### config.mk
export PLATFORM = sky130hd
export DESIGN_NAME = aesl_deadlock_watchdog
export DESIGN_NICKNAME = d
export VERILOG_FILES = /design/src/rtl/aesl_deadlock_pkg.sv /design/src/rtl/aesl_stall_counter.sv /design/src/rtl/aesl_deadlock_watchdog.sv
export SDC_FILE = /design/constraint.sdc
export NUM_CORES = 1
export LEC_CHECK = 0
export ABC_AREA = 1
export BUFFER_PORTS_ARGS = -buffer_cell sky130_fd_sc_hd__buf_2
export CORE_UTILIZATION = 62
export CTS_CLUSTER_DIAMETER = 150
export DETAILED_ROUTE_END_ITERATION = 6
export HOLD_SLACK_MARGIN = 0.12
export PLACE_DENSITY = 0.84
export RECOVER_POWER = 100
export SLEW_MARGIN = 5
export SYNTH_ARGS = -nofsm -noshare
export SYNTH_HDL_FRONTEND = slang
export SYNTH_HIERARCHICAL = 1
export SYNTH_SLANG_ARGS = --single-unit
### constraint.sdc
create_clock -name clock -period 9.4 [get_ports clock]
set_input_delay 0.47 -clock clock [delete_from_list [all_inputs] [get_ports clock]]
set_output_delay 0.47 -clock clock [all_outputs]
set_load 0.03 [all_outputs]
### src/rtl/aesl_deadlock_pkg.sv
// Shared definitions for the AESL deadlock watchdog.
// Holds the default values of the parameters, the FSM state encoding and
// a small helper that decodes which states count as "deadlocked".
package aesl_deadlock_pkg;

  localparam int DEF_NUM_AXIS = 8;
  localparam int DEF_NUM_INST = 5;
  localparam int DEF_THRESH   = 1024;
  localparam int DEF_CNT_W    = 16;

  typedef enum logic [1:0] {
    ST_IDLE   = 2'd0,
    ST_COUNT  = 2'd1,
    ST_REPORT = 2'd2,
    ST_HALT   = 2'd3
  } wd_state_t;

  function automatic logic is_deadlocked(input wd_state_t s);
    return (s == ST_REPORT) || (s == ST_HALT);
  endfunction

endpackage

### src/rtl/aesl_stall_counter.sv
// Episode counter with a max-length tracker for the deadlock watchdog.
// Counts consecutive blocked cycles of the current episode, and on the
// edge where an episode ends folds its length into max_stall. Both values
// saturate at all-ones.
// Ports:
//   clock, reset     : clock, synchronous active-high reset
//   clear            : synchronous clear of cnt and max_stall
//   start            : begin a new episode (cnt <= 1)
//   incr             : extend the running episode by one cycle
//   end_short        : episode ends; its length is the current cnt
//   end_long         : episode ends including this cycle (length cnt+1)
//   cnt              : running episode length
//   max_stall        : longest episode seen since reset/clear
import aesl_deadlock_pkg::*;

module aesl_stall_counter #(
  parameter int CNT_W = DEF_CNT_W
) (
  input  logic             clock,
  input  logic             reset,
  input  logic             clear,
  input  logic             start,
  input  logic             incr,
  input  logic             end_short,
  input  logic             end_long,
  output logic [CNT_W-1:0] cnt,
  output logic [CNT_W-1:0] max_stall
);

  localparam logic [CNT_W-1:0] CNT_MAX = '1;
  localparam logic [CNT_W-1:0] CNT_ONE = CNT_W'(1);

  logic [CNT_W-1:0] cnt_inc;
  logic [CNT_W-1:0] episode_len;
  logic             episode_end;

  always_comb begin
    cnt_inc     = (cnt == CNT_MAX) ? cnt : cnt + CNT_ONE;
    // The REPORT transition happens on a blocked cycle, so that cycle is
    // part of the episode even though cnt has not counted it yet.
    episode_len = end_long ? cnt_inc : cnt;
    episode_end = end_short | end_long;
  end

  always_ff @(posedge clock) begin
    if (reset || clear) begin
      cnt       <= '0;
      max_stall <= '0;
    end else begin
      if (start) begin
        cnt <= CNT_ONE;
      end else if (incr) begin
        cnt <= cnt_inc;
      end else if (episode_end) begin
        cnt <= '0;
      end
      if (episode_end && (episode_len > max_stall)) begin
        max_stall <= episode_len;
      end
    end
  end

endmodule

### src/rtl/aesl_deadlock_watchdog.sv
// Deadlock watchdog: declares deadlock once the monitor's block indication
// has been asserted (with not every instance idle) for THRESH consecutive
// enabled cycles, captures the per-channel block flags at that moment and
// offers them as a valid/ready report, then halts until clear or reset.
//
//   state     | meaning
//   ----------+------------------------------------------------------
//   ST_IDLE   | armed or disabled, no blocked episode in progress
//   ST_COUNT  | counting consecutive blocked cycles
//   ST_REPORT | deadlock declared, report_valid held until accepted
//   ST_HALT   | report consumed, deadlock sticky until clear/reset
//
// Ports:
//   clock, reset       : clock, synchronous active-high reset
//   enable             : arms detection (ignored in REPORT/HALT)
//   clear              : one-cycle pulse back to idle, clears results
//   block_in           : registered block indication from the monitor
//   axis_block_sigs    : per-channel block flags
//   inst_idle_sigs     : per-instance idle flags
//   deadlock           : sticky deadlock flag
//   snapshot_axis      : axis_block_sigs captured at detection
//   max_stall          : longest blocked episode, saturating
//   report_valid       : report available
//   report_ready       : report consumer accepts
import aesl_deadlock_pkg::*;

module aesl_deadlock_watchdog #(
  parameter int NUM_AXIS = DEF_NUM_AXIS,
  parameter int NUM_INST = DEF_NUM_INST,
  parameter int THRESH   = DEF_THRESH,
  parameter int CNT_W    = DEF_CNT_W
) (
  input  logic                clock,
  input  logic                reset,
  input  logic                enable,
  input  logic                clear,
  input  logic                block_in,
  input  logic [NUM_AXIS-1:0] axis_block_sigs,
  input  logic [NUM_INST-1:0] inst_idle_sigs,
  output logic                deadlock,
  output logic [NUM_AXIS-1:0] snapshot_axis,
  output logic [CNT_W-1:0]    max_stall,
  output logic                report_valid,
  input  logic                report_ready
);

  localparam logic [CNT_W-1:0] THRESH_M1 = CNT_W'(THRESH - 1);

  wd_state_t        state;
  wd_state_t        state_next;
  logic [CNT_W-1:0] cnt;
  logic             blocked;
  logic             cnt_start;
  logic             cnt_incr;
  logic             end_short;
  logic             end_long;
  logic             snap_load;

  assign blocked = block_in & ~(&inst_idle_sigs);

  always_ff @(posedge clock) begin
    if (reset) begin
      state <= ST_IDLE;
    end else begin
      state <= state_next;
    end
  end

  always_comb begin
    state_next = state;
    cnt_start  = 1'b0;
    cnt_incr   = 1'b0;
    end_short  = 1'b0;
    end_long   = 1'b0;
    snap_load  = 1'b0;
    if (clear) begin
      state_next = ST_IDLE;
    end else begin
      case (state)
        ST_IDLE: begin
          if (enable && blocked) begin
            state_next = ST_COUNT;
            cnt_start  = 1'b1;
          end
        end
        ST_COUNT: begin
          if (enable && blocked) begin
            if (cnt == THRESH_M1) begin
              state_next = ST_REPORT;
              end_long   = 1'b1;
              snap_load  = 1'b1;
            end else begin
              cnt_incr = 1'b1;
            end
          end else begin
            state_next = ST_IDLE;
            end_short  = 1'b1;
          end
        end
        ST_REPORT: begin
          if (report_ready) begin
            state_next = ST_HALT;
          end
        end
        ST_HALT: begin
          state_next = ST_HALT;
        end
        default: begin
          state_next = ST_IDLE;
        end
      endcase
    end
  end

  // Flags are registered from the next state so they line up with the
  // state register without any input-to-output combinational path.
  always_ff @(posedge clock) begin
    if (reset) begin
      deadlock      <= 1'b0;
      report_valid  <= 1'b0;
      snapshot_axis <= '0;
    end else begin
      deadlock     <= is_deadlocked(state_next);
      report_valid <= (state_next == ST_REPORT);
      if (clear) begin
        snapshot_axis <= '0;
      end else if (snap_load) begin
        snapshot_axis <= axis_block_sigs;
      end
    end
  end

  aesl_stall_counter #(
    .CNT_W(CNT_W)
  ) u_stall_counter (
    .clock    (clock),
    .reset    (reset),
    .clear    (clear),
    .start    (cnt_start),
    .incr     (cnt_incr),
    .end_short(end_short),
    .end_long (end_long),
    .cnt      (cnt),
    .max_stall(max_stall)
  );

endmodule
==> flow_summary.yaml, run 1 <==
run_status:
  status: "complete, but fails checks"
  violations: "max-capacitance violations, max-slew violations"
route:
  vias: 2954
  antenna_left: 0
  wire_per_inst_um: 11.56
  drc: 0
  drt_iter0_markers: 152
  wl_mm: 6.610
  via_per_inst: 5.164
  drtPass1Iterations: 7
synth:
  synth_cell_type_count: 35
  synth_top_family_by_area: "simple AND/OR/NAND/NOR gates"
  synth_nets: 517
  synth_fa_ha_area_frac: 0.07209
  synthSimpleGateAreaFrac: 0.4249
  yosys_warnings: 6
  synth_xor_area_frac: 0.02078
  synth_mux_area_frac: 0
  synth.avg_cell_area_um2: 6.134
  synth-main-ff-cell: "dfxtp_1"
  synth_compound_area_frac: 0.08821
  ys_ff_latch: 44
  ys_seq_area_frac: 0.2986
  syn-instance-count: 481
  synth_edf_count: 0
  ys_async_sr_fraction: 0
  synth_area_mm2: 0.002950
placement:
  io_buffers: 44
  post-place-ws_ps: 5078
  routabilityCongestion: 0.8861
  hpwl_mm: 4.892
flow_run:
  max_cap_viol_count: 1
setup_path:
  cp_common_cell: "nand2_1"
  cp-end-kind: "flip-flop"
  crit_arrival_ps: 5060
  path_class: "flip-flop to flip-flop"
  cp_slowest_cell: "inv_1"
  path_cells: "nand2_1, inv_1, nand2_1, nor2_1, nand4_1, inv_1, clkinv_1, nand2_1, nand2_1, ha_1, nand2_1, nor2_1, and2_0, a31oi_1, nand2_1, nand2_1, nand2_1, nor2_1"
  cp_max_fo: 32
  max_stage_delay_ps: 800
  cp.required_ps: 9580
  startpoint_type: "flip-flop"
global_route:
  grt_max_degree: 33
  grt.overflow.total: 0
  antenna_found_initial: 0
  track_usage: 0.2708
  grt_pass1_wl_mm: 11.05
  grt_pass1_vias: 2575
clock_network:
  holdBufCountCts: 0
  clkSlewWorstSetupHoldPaths_ps: 80
  cts_tree: "done"
  cts_buffers: 5
  cts_resized: 0
  clk_latency_ps: 290
  post_cts_buffers: 0
  cts.htree.levels: 2
  cts_sinks: 44
  cts_buffer_depth: 2
  cts_root_buf: "clkbuf_8"
floorplan:
  die_h_um: 70.98
  coreArea_mm2: 0.004474
  rows: 24
  die_x_um: 70.98
  die-area_mm2: 0.005038
  ios: 45
  initial_core_util: 0.6594
cells_and_area:
  nNetsFinal: 555
  antenna_cells: 0
  final_common_cell: "nand2_1"
  final_core_util: 0.7122
  layout_common_cells: "nand2_1 (178), nor2_1 (78), inv_1 (53), dfxtp_1 (44)"
  syn_to_final_growth_pct: 8.015
  layout-drive-gt1-share: 0.09615
power:
  total_power_mw: 0.3253
  peakVddDrop_v: 0.00009585
  powerDensity_mw_per_mm2: 102.1
  power_leakage_nw: 1.563
sta:
  clock_skew_ps: 6.456
  period_share: 0.5187
  setup_viol: 0
  finalHoldViolCount: 0
  slew_violations: 17
  tns_ps: 0
  rsz0062_at_grt: "no"
  worst_slack_ps: 4524
  fin_crit_ps: 4876
  slew-limit-headroom: -0.1448
  fmax_ghz: 0.2051
  worst_pin_slew_ps: 1704
worst_hold_path:
  hp-class: "input port to flip-flop"
==> logic make-up (layout without fill, tap and decap cells) <==
family	after synthesis	count (layout)
xor gates and xnor gates	7	7
adders and majority gates	17	17
buffers and inverters	68	107
AOI/OAI and AO/OA	46	46
and+or+nand+nor	299	299
DFF	44	44
==> layout make-up <==
| type | count | area, µm² |
|---|---|---|
| Clock buffer | 7 | 86.33 |
| Clock inverter | 1 | 7.507 |
| Fill cell | 419 | 1287 |
| Inverter | 55 | 206.4 |
| Multi-Input combinational cell | 369 | 1753 |
| Sequential cell | 44 | 880.8 |
| Tap cell | 52 | 65.06 |
| Timing Repair Buffer | 44 | 187.7 |
==> critical path: cells and delay by family, from the launching register on <==
kind | cells | cell delay, ps
AO/OA/AOI/OAI | 1 | 100
adder cells (fa/ha/maj) | 1 | 300
buffers and inverters | 3 | 1310
flip-flops | 1 | 470
AND/OR/NAND/NOR | 13 | 2600
==> report_power, final <==
group	leakage, nW	switching, mW	internal, mW
sequential	0.354	0.000459	0.187
combinational	1.16	0.00892	0.00484
clock	0.0445	0.0645	0.0598
==> through the flow <==
stage | hold WS, ps | cells | area (µm²)
2_1_floorplan | 492.9 | 481 | 2950
3_3_place_gp | 495.6 | 564 | 3161
3_5_place_dp | 502.2 | 564 | 3161
4_1_cts | 388.8 | 572 | 3254
5_1_grt | 399.2 | 572 | 3187
6_report | 393.3 | 572 | 3187
==> synthesized netlist by cell type, types with 4 or more instances <==
library cell | count | share of area
nand2_1 | 178 | 0.23
nor2_1 | 76 | 0.097
inv_1 | 53 | 0.067
dfxtp_1 | 44 | 0.30
a21oi_1 | 27 | 0.046
ha_1 | 17 | 0.072
nand3_1 | 11 | 0.019
nand2_2 | 9 | 0.019
o21ai_0 | 9 | 0.015
nor2_2 | 8 | 0.017
xor2_1 | 6 | 0.018
clkbuf_1 | 5 | 0.0064
nor3_1 | 4 | 0.0068
==> registers in the layout, summed over array words and instances, names as in the netlist <==
signal                     count
deadlock                       1
snapshot_axis                  8
report_valid                   1
u_stall_counter/cnt           16
state                          2
u_stall_counter/max_stall     16
==> layer usage <==
| metal | GRT usage | share of wire | up-vias |
|---|---|---|---|
| li1 | - | - | 1560 |
| met1 | 0.3544 | 0.48 | 1295 |
| met2 | 0.4669 | 0.45 | 92 |
| met3 | 0.04274 | 0.059 | 7 |
| met4 | 0.06667 | 0.011 | 0 |
| met5 | 0 | 0 | - |
==> path summary, 6_finish.rpt <==
kind / startpoint / end / slack, ps / depth (start not counted)
hold / removal: reset / state[0] / 390 / 2
setup / recovery: u_stall_counter/cnt[9] / u_stall_counter/max_stall[0] / 4520 / 18
hold reg to reg: snapshot_axis[1] / snapshot_axis[1] / 520 / 4
setup reg to reg: u_stall_counter/cnt[9] / u_stall_counter/max_stall[0] / 4520 / 18
Note: power is estimated with default switching activity, not from simulation.
==> run 2, diff against run 1 <==
--- a/config.mk
+++ b/config.mk
@@ -7,11 +7,11 @@
 export LEC_CHECK = 0
 export ABC_AREA = 1
 export BUFFER_PORTS_ARGS = -buffer_cell sky130_fd_sc_hd__buf_2
-export CORE_UTILIZATION = 62
+export CORE_UTILIZATION = 52
 export CTS_CLUSTER_DIAMETER = 150
 export DETAILED_ROUTE_END_ITERATION = 6
 export HOLD_SLACK_MARGIN = 0.12
-export PLACE_DENSITY = 0.84
+export PLACE_DENSITY = 0.75
 export RECOVER_POWER = 100
 export SLEW_MARGIN = 5
 export SYNTH_ARGS = -nofsm -noshare
==> constraint.sdc (replaced) <==
create_clock -name clock -period 4.17 [get_ports clock]
set_input_delay 0.2085 -clock clock [delete_from_list [all_inputs] [get_ports clock]]
set_output_delay 0.2085 -clock clock [all_outputs]
set_load 0.03 [all_outputs]
==> run 2 against run 1 <==
  * The run still ends with max-capacitance violations, max-slew violations left
  * Via count is 1.9% lower
  * Clock power grew to 2.8 times the previous value
  * Non-clock buffer count is 5 higher
  * Count of clock-buffer cells in the layout is 1 lower
  * Cell area is 3.5% higher
  * Critical path depth is 5 lower
  * Core utilization is 11 points lower
  * Clock skew is 1.6 ps higher
  * Flip-flop and latch count stayed put
  * Critical path type unchanged
  * Critical endpoint is now u_stall_counter/cnt[0]
  * Largest power group unchanged
  * Highest routed layer unchanged
==> flow_summary.yaml, run 2 (synthesis gave the netlist of run 1 again) <==
clock_network:
  cts_sinks: 44
  cts_buffers: 5
  clk_latency_ps: 300
  cts_root_buf: "clkbuf_8"
  cts_resized: 0
  clkSlewWorstSetupHoldPaths_ps: 90
  post_cts_buffers: 0
  cts_tree: "done"
  cts.htree.levels: 2
  holdBufCountCts: 1
  cts_buffer_depth: 2
placement:
  io_buffers: 44
  routabilityCongestion: 0.8839
  dp.cells: 588
  place_area_mm2: 0.003216
  hpwl_mm: 4.935
route:
  drc: 0
  antenna_left: 0
  wl_mm: 6.527
  drt_iter0_markers: 131
  vias: 2897
  wire_per_inst_um: 10.93
  drtPass1Iterations: 5
  via_per_inst: 4.853
cells_and_area:
  n_fill_cell: 548
  layout_common_cells: "nand2_1 (178), nor2_1 (77), inv_1 (53), dfxtp_1 (44)"
  nNetsFinal: 560
  final_core_util: 0.6027
  syn_to_final_growth_pct: 11.79
  reg.largest.list: "u_stall_counter/cnt (16), u_stall_counter/max_stall (16), snapshot_axis (8)"
  final_common_cell: "nand2_1"
  register_area_um2: 880.8
  stdcell_count: 597
  layout-drive-gt1-share: 0.1067
  antenna_cells: 0
  multi_input_comb_area_mm2: 0.001775
  stdcell_area_mm2: 0.003298
global_route:
  antenna_found_initial: 0
  grt_max_degree: 25
  grt.overflow.total: 0
  grt_pass1_wl_mm: 11.22
  track_usage: 0.2309
  grt_pass1_vias: 2555
setup_path:
  path_class: "flip-flop to flip-flop"
  startpoint_type: "flip-flop"
  cp_max_fo: 17
  cp-end-kind: "flip-flop"
  cp.required_ps: 4390
  crit_arrival_ps: 3860
power:
  swShare: 0.2167
  peakVddDrop_v: 0.0001505
  power_leakage_nw: 1.613
  p_seq_frac: 0.525
  intPower_mw: 0.6293
  clockPowerShare: 0.434
  p_comb_frac: 0.041
  p_sw_mw: 0.1741
  powerDensity_mw_per_mm2: 243.6
sta:
  period_share: 0.8727
  setup_viol: 0
  tns_ps: 0
  rsz0062_at_grt: "no"
  finalHoldViolCount: 0
  slew-limit-headroom: -0.3209
  clock_skew_ps: 8.043
  worst_pin_slew_ps: 1966
  slew_violations: 17
  fin_crit_ps: 3639
  fmax_ghz: 0.2748
floorplan:
  die_h_um: 77.33
  ios: 45
  rows: 27
  die-area_mm2: 0.005979
  die_x_um: 77.33
  initial_core_util: 0.5391
  coreArea_mm2: 0.005473
run_status:
  violations: "max-capacitance violations, max-slew violations"
  status: "complete, but fails checks"
flow_run:
  max_cap_viol_count: 1
worst_hold_path:
  hp-class: "input port to flip-flop"
## run 2: area by class of cell
type                            instances  share of cell area
Multi-Input combinational cell        369              0.5383
Sequential cell                        44              0.2671
Timing Repair Buffer                   49             0.06791
Inverter                               55             0.06259
Tap cell                               72             0.02731
Clock buffer                            6             0.02504
Clock inverter                          2             0.01176
## run 2: metrics by stage
step	hold WS [ps]	setup WS (ps)	total power, mW
2_1_floorplan	280.9	1162	0.4490
3_3_place_gp	427.3	732.2	0.4638
3_5_place_dp	433.2	755.2	0.4640
4_1_cts	125.9	726.0	0.8127
5_1_grt	141.2	177.5	0.8348
6_report	129.0	531.0	0.8033
## run 2: final timing paths
kind / slack [ps] / depth (start not counted) / endpoint / start
max: 530 / 13 / u_stall_counter/cnt[0] / u_stall_counter/cnt[7]
min: 130 / 3 / snapshot_axis[7] / axis_block_sigs[7]
max reg2reg: 530 / 13 / u_stall_counter/cnt[0] / u_stall_counter/cnt[7]
min reg2reg: 520 / 4 / snapshot_axis[6] / snapshot_axis[6]
## run 2: power groups by stage
stage	sequential [mW]	clock [mW]	combinational, mW
finish	0.422	0.349	0.0327
global route	0.422	0.376	0.0361
CTS	0.422	0.358	0.0329
detailed placement	0.432	0	0.0321
global placement	0.432	0	0.0319
floorplan	0.433	0	0.0163
## run 2: metal layers
layer	global-route usage	share of wire
met5	0	0
met1	0.3173	0.48
met4	0.05472	0.011
met3	0.03571	0.061
met2	0.3761	0.44
## run 2: critical path, cell delays in order, from the launching register on
cell and delay (ps):
dfxtp_1 460, nand2_1 90, inv_1 50, nand2_1 60, nor2_1 280, nand2_1 100, nand2_1 90, nor2_1 40
clkbuf_1 350, nor3_1 1630, nand2_1 100, nand2_1 120, a21oi_1 40, nor3_1 140
==> run 3, diff against run 2 <==
--- a/config.mk
+++ b/config.mk
@@ -9,6 +9,7 @@
 export BUFFER_PORTS_ARGS = -buffer_cell sky130_fd_sc_hd__buf_2
 export CORE_UTILIZATION = 52
 export CTS_CLUSTER_DIAMETER = 150
+export CTS_CLUSTER_SIZE = 28
 export DETAILED_ROUTE_END_ITERATION = 6
 export HOLD_SLACK_MARGIN = 0.12
 export PLACE_DENSITY = 0.75
==> constraint.sdc (replaced) <==
create_clock -name clock -period 4.17 [get_ports clock]
set_input_delay 0.6255 -clock clock [delete_from_list [all_inputs] [get_ports clock]]
set_output_delay 0.6255 -clock clock [all_outputs]
set_load 0.03 [all_outputs]
==> run 3 against run 2 <==
  * The flow still finishes with violations (max-capacitance violations, max-slew violations)
  * Critical path depth increased by 4
  * Via count rose by 2.2%
  * Worst hold slack better by 390 ps
  * Largest cell class unchanged
==> flow_summary.yaml, run 3 (synthesis gave the netlist of run 1 again) <==
cells_and_area:
  n_fill_cell: 560
  stdcell_count: 597
  syn_to_final_growth_pct: 11.54
  final_common_cell: "nand2_1"
  stdcell_area_mm2: 0.003291
  layout-drive-gt1-share: 0.1105
  reg.largest.list: "u_stall_counter/cnt (16), u_stall_counter/max_stall (16), snapshot_axis (8)"
  nNetsFinal: 560
  layout_common_cells: "nand2_1 (178), nor2_1 (77), inv_1 (53), dfxtp_1 (44), a21oi_1 (27)"
  antenna_cells: 0
  final_core_util: 0.6013
clock_network:
  cts_sinks: 44
  holdBufCountCts: 0
  cts_root_buf: "clkbuf_8"
  cts_resized: 0
  cts.htree.levels: 2
  clkSlewWorstSetupHoldPaths_ps: 90
  cts_tree: "done"
  cts_buffer_depth: 2
  post_cts_buffers: 0
  clk_latency_ps: 300
  cts_buffers: 5
power:
  powerDensity_mw_per_mm2: 242.5
  peakVddDrop_v: 0.0001771
  power_leakage_nw: 1.609
  total_power_mw: 0.7980
sta:
  worst_hold_slack_ps: 516.7
  fin_crit_ps: 3457
  setup_viol: 0
  finalHoldViolCount: 0
  fmax_ghz: 0.2893
  worst_slack_ps: 713.0
  slew_violations: 17
  worst_pin_slew_ps: 1624
  tns_ps: 0
  slew-limit-headroom: -0.09115
  period_share: 0.8290
  clock_skew_ps: 6.100
  rsz0062_at_grt: "no"
setup_path:
  ff2ff_path_depth: 17
  crit_family: "simple AND/OR/NAND/NOR gates"
  critical_path_buf_inv_count: 4
  cp_max_fo: 24
  crit_arrival_ps: 3660
  path_class: "flip-flop to flip-flop"
  reg2reg_slack_ps: 710
  cp-end-kind: "flip-flop"
  startpoint_type: "flip-flop"
  path_depth: 17
  cp.required_ps: 4380
  path_cells: "nand2_1, inv_1, nand2_1, nor2_1, nand4_4, inv_1, clkbuf_2, o21ai_0, ha_1, nand2_1, nor2_1, and2_1, a31oi_1, nand2_1, buf_4, nor2_1, nor2_1"
  cp_slowest_cell: "dfxtp_1"
  max_stage_delay_ps: 490
route:
  wl_mm: 6.635
  wire_per_inst_um: 11.11
  vias: 2960
  antenna_left: 0
  drc: 0
  via_per_inst: 4.958
  drtPass1Iterations: 4
  drt_iter0_markers: 137
global_route:
  grt.overflow.total: 0
  grt_pass1_vias: 2506
  grt_max_degree: 25
  antenna_found_initial: 0
  grt_pass1_wl_mm: 10.92
  track_usage: 0.2271
placement:
  routabilityCongestion: 0.9010
  place_area_mm2: 0.003223
  io_buffers: 44
  dp.cells: 589
  hpwl_mm: 5.091
  post-place-ws_ps: 863.1
worst_hold_path:
  hp-class: "flip-flop to flip-flop"
  holdPathStages: 4
floorplan:
  rows: 27
  die_h_um: 77.33
  die_x_um: 77.33
  die-area_mm2: 0.005979
  ios: 45
  coreArea_mm2: 0.005473
  initial_core_util: 0.5391
flow_run:
  max_cap_viol_count: 1
run_status:
  violations: "max-capacitance violations, max-slew violations"
  status: "complete, but fails checks"
==> run 3: cell types whose count changed in the layout (fill, tap and decap cells not counted), sizes merged <==
| cell | change |
|---|---|
| clkinv | -1 |
| inv | +1 |
| clkinvlp | +1 |
| buf | +1 |
| dlygate4sd3 | -1 |
| clkbuf | -1 |
==> run 3: layout make-up <==
cell class / count / area (µm²) / area share
inverter: 55 / 206.4 / 0.06274
multi-input combinational: 369 / 1775 / 0.5395
tap: 72 / 90.09 / 0.02738
timing repair buffer: 49 / 222.7 / 0.06768
clock inverter: 3 / 46.29 / 0.01407
clock buffer: 5 / 68.82 / 0.02091
sequential: 44 / 880.8 / 0.2677
==> run 3: routing by layer <==
layer,wire length [µm],GRT usage,up-vias
li1,-,-,1559
met1,3284,0.3053,1338
met2,3036,0.3681,56
met3,246,0.03929,7
met4,68,0.06792,0
met5,0,0,-
==> run 3: tightest hold or removal path, delay by kind of cell, from the launching register on <==
kind,cells,cell delay (ps)
buf+inv,1,50
flops,1,320
simple gates,3,120
==> run 3: final timing paths <==
kind / startpoint / endpoint
hold / removal: snapshot_axis[6] / snapshot_axis[6]
setup reg to reg: u_stall_counter/cnt[7] / u_stall_counter/max_stall[15]
hold reg to reg: snapshot_axis[6] / snapshot_axis[6]
setup / recovery: u_stall_counter/cnt[7] / u_stall_counter/max_stall[15]
==> run 3: power by group <==
group / switching [mW] / total, mW / leakage, nW / internal (mW)
Combinational: 0.0204 / 0.0321 / 1.20 / 0.0117
Sequential: 0.000999 / 0.422 / 0.354 / 0.421
Clock: 0.163 / 0.344 / 0.0548 / 0.181
Total: 0.185 / 0.798 / 1.61 / 0.613
